==> src/rtl/regfile_wb_arbiter.sv <==
// Writeback arbiter: two 2-entry result FIFOs (ALU, MEM) feeding a registered register-file
// write stage. Define REGFILE_WB_BYPASS_EN to enable the read-port bypass outputs.
module regfile_wb_arbiter #(
    parameter int N_BITS      = 32,
    parameter int N_REGS      = 32,
    parameter int STARVE_MAX  = 3,
    localparam int N_IDX      = $clog2(N_REGS)
) (
    input  logic              clk,
    input  logic              rst_n,
    input  logic              alu_valid,
    output logic              alu_ready,
    input  logic [N_IDX-1:0]  alu_idx,
    input  logic [N_BITS-1:0] alu_data,
    input  logic              mem_valid,
    output logic              mem_ready,
    input  logic [N_IDX-1:0]  mem_idx,
    input  logic [N_BITS-1:0] mem_data,
    output logic              wr_en,
    output logic [N_IDX-1:0]  wr_idx,
    output logic [N_BITS-1:0] wr_data,
    output logic [N_REGS-1:0] pend_mask,
    input  logic [N_IDX-1:0]  rd0_idx,
    input  logic [N_IDX-1:0]  rd1_idx,
    output logic              byp0_hit,
    output logic              byp1_hit,
    output logic [N_BITS-1:0] byp0_data,
    output logic [N_BITS-1:0] byp1_data
);
    localparam int S_W = (STARVE_MAX > 0) ? $clog2(STARVE_MAX + 1) : 1;
    localparam logic [S_W-1:0] STARVE_LIM = S_W'(STARVE_MAX);

    // Source 0 is the ALU, source 1 is the memory unit.
    logic              in_valid [2];
    logic [N_IDX-1:0]  in_idx   [2];
    logic [N_BITS-1:0] in_data  [2];
    logic              ready    [2];
    logic              head_v   [2];
    logic              push     [2];
    logic              grant    [2];

    logic [1:0]        cnt_q   [2];
    logic [1:0]        cnt_d   [2];
    logic [N_IDX-1:0]  fidx_q  [2][2];
    logic [N_IDX-1:0]  fidx_d  [2][2];
    logic [N_BITS-1:0] fdata_q [2][2];
    logic [N_BITS-1:0] fdata_d [2][2];
    logic [S_W-1:0]    starve_q, starve_d;
    logic              wr_en_q, wr_en_d;
    logic [N_IDX-1:0]  wr_idx_q, wr_idx_d;
    logic [N_BITS-1:0] wr_data_q, wr_data_d;

    assign in_valid[0] = alu_valid;
    assign in_idx[0]   = alu_idx;
    assign in_data[0]  = alu_data;
    assign in_valid[1] = mem_valid;
    assign in_idx[1]   = mem_idx;
    assign in_data[1]  = mem_data;

    for (genvar s = 0; s < 2; s++) begin : g_src
        assign ready[s]  = (cnt_q[s] != 2'd2);
        assign head_v[s] = (cnt_q[s] != 2'd0);
        // Register 0 results complete the handshake but are dropped here.
        assign push[s]   = in_valid[s] & ready[s] & (in_idx[s] != '0);
    end

    assign grant[1] = head_v[1] & (~head_v[0] | (starve_q != STARVE_LIM));
    assign grant[0] = head_v[0] & ~grant[1];

    assign alu_ready = ready[0];
    assign mem_ready = ready[1];

    always_comb begin
        cnt_d   = cnt_q;
        fidx_d  = fidx_q;
        fdata_d = fdata_q;
        for (int unsigned s = 0; s < 2; s++) begin
            if (grant[s] && push[s]) begin
                // Pop with push only happens at count 1, so the new entry becomes the head.
                fidx_d[s][0]  = in_idx[s];
                fdata_d[s][0] = in_data[s];
            end else if (grant[s]) begin
                fidx_d[s][0]  = fidx_q[s][1];
                fdata_d[s][0] = fdata_q[s][1];
                cnt_d[s]      = cnt_q[s] - 2'd1;
            end else if (push[s]) begin
                fidx_d[s][cnt_q[s][0]]  = in_idx[s];
                fdata_d[s][cnt_q[s][0]] = in_data[s];
                cnt_d[s]                = cnt_q[s] + 2'd1;
            end
        end
    end

    always_comb begin
        starve_d = starve_q;
        if (!head_v[0] || grant[0]) begin
            starve_d = '0;
        end else if (grant[1] && (starve_q != STARVE_LIM)) begin
            starve_d = starve_q + S_W'(1);
        end
    end

    always_comb begin
        wr_en_d   = grant[0] | grant[1];
        wr_idx_d  = wr_idx_q;
        wr_data_d = wr_data_q;
        if (grant[1]) begin
            wr_idx_d  = fidx_q[1][0];
            wr_data_d = fdata_q[1][0];
        end else if (grant[0]) begin
            wr_idx_d  = fidx_q[0][0];
            wr_data_d = fdata_q[0][0];
        end
    end

    always_ff @(posedge clk or negedge rst_n) begin
        if (!rst_n) begin
            for (int unsigned s = 0; s < 2; s++) begin
                cnt_q[s] <= '0;
                for (int unsigned k = 0; k < 2; k++) begin
                    fidx_q[s][k]  <= '0;
                    fdata_q[s][k] <= '0;
                end
            end
            starve_q  <= '0;
            wr_en_q   <= 1'b0;
            wr_idx_q  <= '0;
            wr_data_q <= '0;
        end else begin
            cnt_q     <= cnt_d;
            fidx_q    <= fidx_d;
            fdata_q   <= fdata_d;
            starve_q  <= starve_d;
            wr_en_q   <= wr_en_d;
            wr_idx_q  <= wr_idx_d;
            wr_data_q <= wr_data_d;
        end
    end

    assign wr_en   = wr_en_q;
    assign wr_idx  = wr_idx_q;
    assign wr_data = wr_data_q;

    always_comb begin
        pend_mask = '0;
        for (int unsigned s = 0; s < 2; s++) begin
            if (head_v[s])          pend_mask[fidx_q[s][0]] = 1'b1;
            if (cnt_q[s] == 2'd2)   pend_mask[fidx_q[s][1]] = 1'b1;
        end
        if (wr_en_q) pend_mask[wr_idx_q] = 1'b1;
        pend_mask[0] = 1'b0;
    end

`ifdef REGFILE_WB_BYPASS_EN
    assign byp0_hit  = wr_en_q & (wr_idx_q == rd0_idx) & (rd0_idx != '0);
    assign byp1_hit  = wr_en_q & (wr_idx_q == rd1_idx) & (rd1_idx != '0);
    assign byp0_data = byp0_hit ? wr_data_q : '0;
    assign byp1_data = byp1_hit ? wr_data_q : '0;
`else
    logic unused_rd_idx;
    assign unused_rd_idx = ^{rd0_idx, rd1_idx};
    assign byp0_hit  = 1'b0;
    assign byp1_hit  = 1'b0;
    assign byp0_data = '0;
    assign byp1_data = '0;
`endif

endmodule

==> config.mk <==
export PLATFORM = sky130hd
export DESIGN_NAME = regfile_wb_arbiter
export DESIGN_NICKNAME = d
export VERILOG_FILES = /design/src/rtl/regfile_wb_arbiter.sv
export SDC_FILE = /design/constraint.sdc
export NUM_CORES = 1
export LEC_CHECK = 0
export CAP_MARGIN = 40
export CORE_MARGIN = 2
export CORE_UTILIZATION = 55
export DETAILED_ROUTE_END_ITERATION = 8
export PLACE_DENSITY_LB_ADDON = 0.05
export REMOVE_ABC_BUFFERS = 1
export SLEW_MARGIN = 20
export SYNTH_ARGS = -nofsm -noshare
export SYNTH_HDL_FRONTEND = slang
export SYNTH_SLANG_ARGS = --single-unit
==> constraint.sdc <==
create_clock -name clk -period 7 [get_ports clk]
set_input_delay 0.7 -clock clk [delete_from_list [all_inputs] [get_ports clk]]
set_output_delay 0.7 -clock clk [all_outputs]
set_load 0.02 [all_outputs]
# After elaboration in Yosys (flattened, before gate mapping)
# Index checks and enable logic that the tools add are counted.
word_totals:
  reg_bits: 192
  out_inout_bits: 138
  elab_cells: 132
op_classes:
  n_addsub: 5
  order_cmp: 14
  eq_ne: 5
  muxes: 49
  n_bitwise: 19
  reduce_logical: 26
op_table:
  columns: ["op", "count"]
  rows:
  - ["32-bit 2-to-1 mux", 13]
  - ["64-bit bitwise mux", 2]
  - ["64-bit 2-to-1 mux", 2]
  - ["32-bit bitwise OR", 4]
  - ["32-bit demux with 1-bit select", 2]
  - ["5-bit 2-to-1 mux", 8]
  - ["5-bit by 6-bit < comparator with 1-bit output, second input constant", 5]
  - ["1-bit demux with 5-bit select", 5]
  - ["5-bit by 1-bit greater-or-equal comparator with 1-bit output, second input constant", 5]
  - ["10-bit bitwise mux", 2]
  - ["10-bit 2-to-1 mux", 2]
  - ["2-bit 2-to-1 mux", 6]
  - ["2-bit nonzero test", 6]
  - ["5-bit demux with 1-bit select", 2]
  - ["1-bit logical AND", 10]
  - ["5-bit nonzero test", 2]
  - ["2-bit by 1-bit adder with 2-bit output, second input constant", 3]
  - ["1-bit AND", 6]
  - ["2-bit inequality test, second input constant", 3]
  - ["3-bit AND reduction", 2]
  - ["3-bit nonzero test", 2]
  - ["1-bit 2-to-1 mux", 5]
  - ["1-bit inverter", 5]
  - ["2-bit == test, second input constant", 2]
  - ["8 further kinds", 14]

# Logic depth before layout (Yosys ltp)
logic_depth:
  depth_word: 13
  depth_mapped: 13
  depth_no_buf: 8

# Worst setup path after synthesis
# OpenSTA, ideal clock, no wires.
synth_timing:
  path_type: "reg2reg"
  from: "register starve_q[0]"
  to: "register fdata_q[100] (netlist bit)"
  setup_time_ns: 0.134
  t_arrival_ns: 2.349
  setup_slack_ns: 4.517
  stages_incl_launch_ff: 13
  path_buffers: 4
  synth_period_minus_slack_ns: 2.483
  cell_sequence: "dfrtp_1 > ha_1 > o21bai_2 > buf_4 > buf_4 > buf_2 > nand2_1 > inv_1 > ha_1 > nor3_1 > o2bb2ai_1 > buf_2 > o211ai_1"
synth_between:
  elab_chain_cells: 7
  word_cells_on_any_way: 9
  classes_between: "eq/ne (1); mux (2); bitwise (4); reduce/logical (2)"
synth_lines:
  columns: ["element", "line_no", "source"]
  rows:
  - ["start, declared", "48", "logic [S_W-1:0] starve_q, starve_d;"]
  - ["start signal, assigned", "133", "starve_q <= starve_d;"]
  - ["2-bit inequality test (*)", "67", "assign grant[1] = head_v[1] & (~head_v[0] | (starve_q != STARVE_LIM));"]
  - ["1-bit bitwise OR (*)", "67", null]
  - ["1-bit AND (*)", "67", null]
  - ["1-bit inverter (no line) (*)", null, null]
  - ["1-bit AND (*)", "68", "assign grant[0] = head_v[0] & ~grant[1];"]
  - ["32-bit 2-to-1 mux or 1-bit logical AND (tied branches)", "82, 78", null]
  - ["32-bit 2-to-1 mux or 3-bit nonzero test (tied branches)", null, null]
  - ["end signal, assigned", "132", "fdata_q <= fdata_d;"]
  - ["end, declared", "46", "logic [N_BITS-1:0] fdata_q [2][2];"]
# Mark *: on every way between the ends. The rest lies on a longest branch, timed or not.
# A chain may end at the register's enable or synchronous reset.

# Final worst setup path
layout_timing:
  from: "register cnt_q[3] (netlist bit)"
  to: "output port pend_mask[10]"
layout_between:
  elab_chain_cells: 10
  word_cells_on_any_way: 11
  classes_between: "eq/ne (1); mux (5); bitwise (4); reduce/logical (1)"
layout_lines:
  columns: ["element", "line_no", "source"]
  rows:
  - ["start, declared", "42", "logic [1:0] cnt_q [2];"]
  - ["start signal, assigned", "130", "cnt_q <= cnt_d;"]
  - ["2-bit nonzero test", "62", "assign head_v[s] = (cnt_q[s] != 2'd0);"]
  - ["32-bit 2-to-1 mux", "147", "if (head_v[s]) pend_mask[fidx_q[s][0]] = 1'b1;"]
  - ["32-bit bitwise OR (no line)", null, null]
  - ["32-bit 2-to-1 mux (*)", "148", "if (cnt_q[s] == 2'd2) pend_mask[fidx_q[s][1]] = 1'b1;"]
  - ["32-bit bitwise OR (no line)", null, null]
  - ["32-bit 2-to-1 mux (*)", "147", null]
  - ["32-bit bitwise OR (no line)", null, null]
  - ["32-bit 2-to-1 mux (*)", "148", null]
  - ["32-bit bitwise OR (no line)", null, null]
  - ["32-bit 2-to-1 mux (*)", "150", "if (wr_en_q) pend_mask[wr_idx_q] = 1'b1;"]
  - ["end, declared", "22", "output logic [N_REGS-1:0] pend_mask,"]
# Marked as above.

==> flow_summary_export.csv <==
group,metric,value,unit
run_status,status,"complete, no violations",
floorplanning,die_y,144.4,um
logic_synthesis,ys_seq_area_frac,0.4432,
logic_synthesis,synth_cells,1063,
logic_synthesis,synth_top_area_frac,0.4432,
sta,setup_tns,0,ps
floorplanning,die-area,20850,um^2
finish,final_net_count,1244,
logic_synthesis,synthArstFlopShare,1.000,
worst_setup_path,critPathSlowestCell,"dfrtp_1",
clock_network,cts_tree,"yes",
place,hpwl,19.81,mm
finish,final_util,0.6650,
logic_synthesis,synth_area_leaders,"dfrtp_1 (44%), buf_4 (5.5%), o211ai_1 (5.1%)",
global_routing,grt_remaining_overflow,0,
place,dp_cells,1392,
finish,diodes,0,
route,ant_nets,0,
pwr,finalPower,6.324,mW
finish,n_fill_cell,1547,
floorplanning,io_pins,226,
sta,tightest_slew,859.1,ps
sta,maxSlewHeadroom,0.4273,
worst_setup_path,critPathKind,"flip-flop to output port",
pwr,p_leak,5.330,nW
clock_network,cts-buffers-inserted,17,
global_routing,grt_pass1_vias,9123,
logic_synthesis,synth_top_area_cell,"dfrtp_1",
global_routing,grt.total_usage,0.3123,
clock_network,root_buffer,"clkbuf_16",
worst_setup_path,crit_required,6300,ps
sta,period_needed,3964,ps
sta,skew,15.26,ps
pwr,ir_worst_vdd,0.2962,mV
worst_setup_path,end_kind,"output port",
sta,report.final.slew_viol_count,0,
sta,holdWs,171.2,ps
clock_network,clk_latency,440,ps
sta,fin_ws,3036,ps
clock_network,ctsLongestPathBuffers,2,
route,dr_total_vias,9422,
clock_network,cts_sinks,192,
worst_setup_path,cp_top_family,"simple AND/OR/NAND/NOR gates",
place,place_congestion,0.9418,
sta,post-route-period-util,0.5663,
worst_setup_path,cp_num_buf_inv,1,
worst_setup_path,cp.arrival,3260,ps
clock_network,clk_pin_slew,80,ps
clock_network,post-cts-setup-buffer-count,0,
worst_setup_path,slowest_delay,700,ps
floorplanning,num_rows,51,
floorplanning,start_util,0.5588,
finish,area_growth,19.00,%
pwr,cellPowerDensity,490.3,nW/um^2
worst_setup_path,critPathMaxFanout,42,
clock_network,holdBufCountCts,0,
finish,fin_area,12900,um^2
route,post_drt_wl_per_cell,22.41,um
logic_synthesis,synth_edf_count,0,
logic_synthesis,syn-cell-area,10840,um^2
route,avgViaCountPerCell,6.603,
global_routing,antenna_found_initial,0,
sta,fmaxAchievable,0.2523,GHz
logic_synthesis,yosysWarnings,0,
logic_synthesis,avgSynthCellArea,10.20,um^2
logic_synthesis,ys_ff_latch,192,
route,drt_wl_total,31.98,mm
route,drt_iter0_drc,975,
finish,layout-drive-gt1-share,0.1136,
clock_network,ctsResizeCount,0,
run,maxCapViolCount,0,
finish,fin_cells,1427,
route,drc_errors,0,
floorplanning,core_area,19400,um^2
global_routing,grt_pass1_wl,50.33,mm
place,place_ws,3333,ps
place,port_buffers,148,
logic_synthesis,synth_ff_type,"dfrtp_1",
global_routing,grt_start_max_net_pins,92,
sta,hold_violations,0,
worst_setup_path,cp_cell_sequence,"or2_4, nand3b_1, o2111ai_1, clkdlybuf4s50_1",
worst_setup_path,crit_path_start_kind,"flip-flop",
sta,finalSetupViolCount,0,
logic_synthesis,synth.distinct_cells,54,
min_path,hold_class,"input port to asynchronous set/reset pin",
clock_network,ctsHtreeMaxLevel,4,
sta,rsz0062_at_grt,"no",
floorplanning,fp.dieW,144.4,um
place,place_area,12270,um^2
route,drt_first_pass_iters,5,
==> synthesized netlist by cell type (16+ instances only) <==
cell and instances:
a221o_1 37, mux2_1 32, o211ai_1 74, a22oi_1 33, buf_2 33, clkbuf_1 49
nand2_1 35, and3_1 44, buf_4 80, mux2_2 43, and3b_1 16, o2111ai_1 23
o21ai_0 73, nand3_1 98, nand4_1 75, dfrtp_1 192
==> per-layer routing <==
metal / share of wire / GRT usage / vias up
li1: - / - / 4127
met1: 0.43 / 0.4483 / 4688
met2: 0.45 / 0.4662 / 544
met3: 0.092 / 0.07682 / 63
met4: 0.022 / 0.1037 / 0
met5: 0 / 0 / -
==> cell usage in the layout, fill, tap and decap left out, types with 32 or more instances in the layout <==
cell type / netlist / layout
a22oi_1: 33 / 33
clkdlybuf4s50_1: 0 / 147
dfrtp_1: 192 / 192
a221o_1: 37 / 37
o21ai_0: 73 / 73
nand4_1: 75 / 75
conb_1: 1 / 67
nand3_1: 98 / 98
and3_1: 44 / 44
o211ai_1: 74 / 74
mux2_1: 32 / 32
nand2_1: 35 / 35
mux2_2: 43 / 43
==> sequential cells by signal, summed over array words and instances (netlist names) <==
name	flops
wr_idx	5
starve_q	2
fdata_q	128
cnt_q	4
wr_data	32
wr_en	1
fidx_q	20
==> final timing paths <==
path                            cells after the start   startpoint            end  slack, ps
worst max-delay path                                4     cnt_q[3]  pend_mask[10]       3040
worst min-delay path                                1        rst_n     fidx_q[13]        170
worst max register to register                      8     cnt_q[1]   fdata_q[113]       3690
worst min register to register                      1  starve_q[0]    starve_q[0]        460
max in group asynchronous                           3        rst_n    starve_q[0]       5880
min in group clk                                    1  starve_q[0]    starve_q[0]        460
==> kinds of logic after synthesis <==
| group | count (synthesis) | share of synthesized area |
|---|---|---|
| mux | 75 | 0.07791 |
| simple gates | 330 | 0.1828 |
| other cells | 1 | 0.0003459 |
| xor+xnor | 2 | 0.001616 |
| fa+ha+maj | 7 | 0.008079 |
| compound gates | 272 | 0.1839 |
| flops | 192 | 0.4432 |
| buf+inv | 184 | 0.1021 |
==> where the power goes <==
group / internal, mW / switching [mW] / total [mW] / leakage [nW]
registers: 1.63 / 0.473 / 2.11 / 2.38
clock network: 0.484 / 0.477 / 0.961 / 0.284
logic: 1.35 / 1.91 / 3.26 / 2.67
total: 3.46 / 2.86 / 6.32 / 5.33
==> cell type report <==
type | count | area [um^2] | area share
multi-input cells | 753 | 5258 | 0.4076
flip-flops and latches | 192 | 4805 | 0.3725
repair buffers | 176 | 1893 | 0.1468
clock buffers | 18 | 439.2 | 0.03404
well taps | 265 | 331.6 | 0.02570
clock inverters | 14 | 140.1 | 0.01086
inverters | 9 | 33.78 | 0.002619
(Power assumes the default switching activity.)
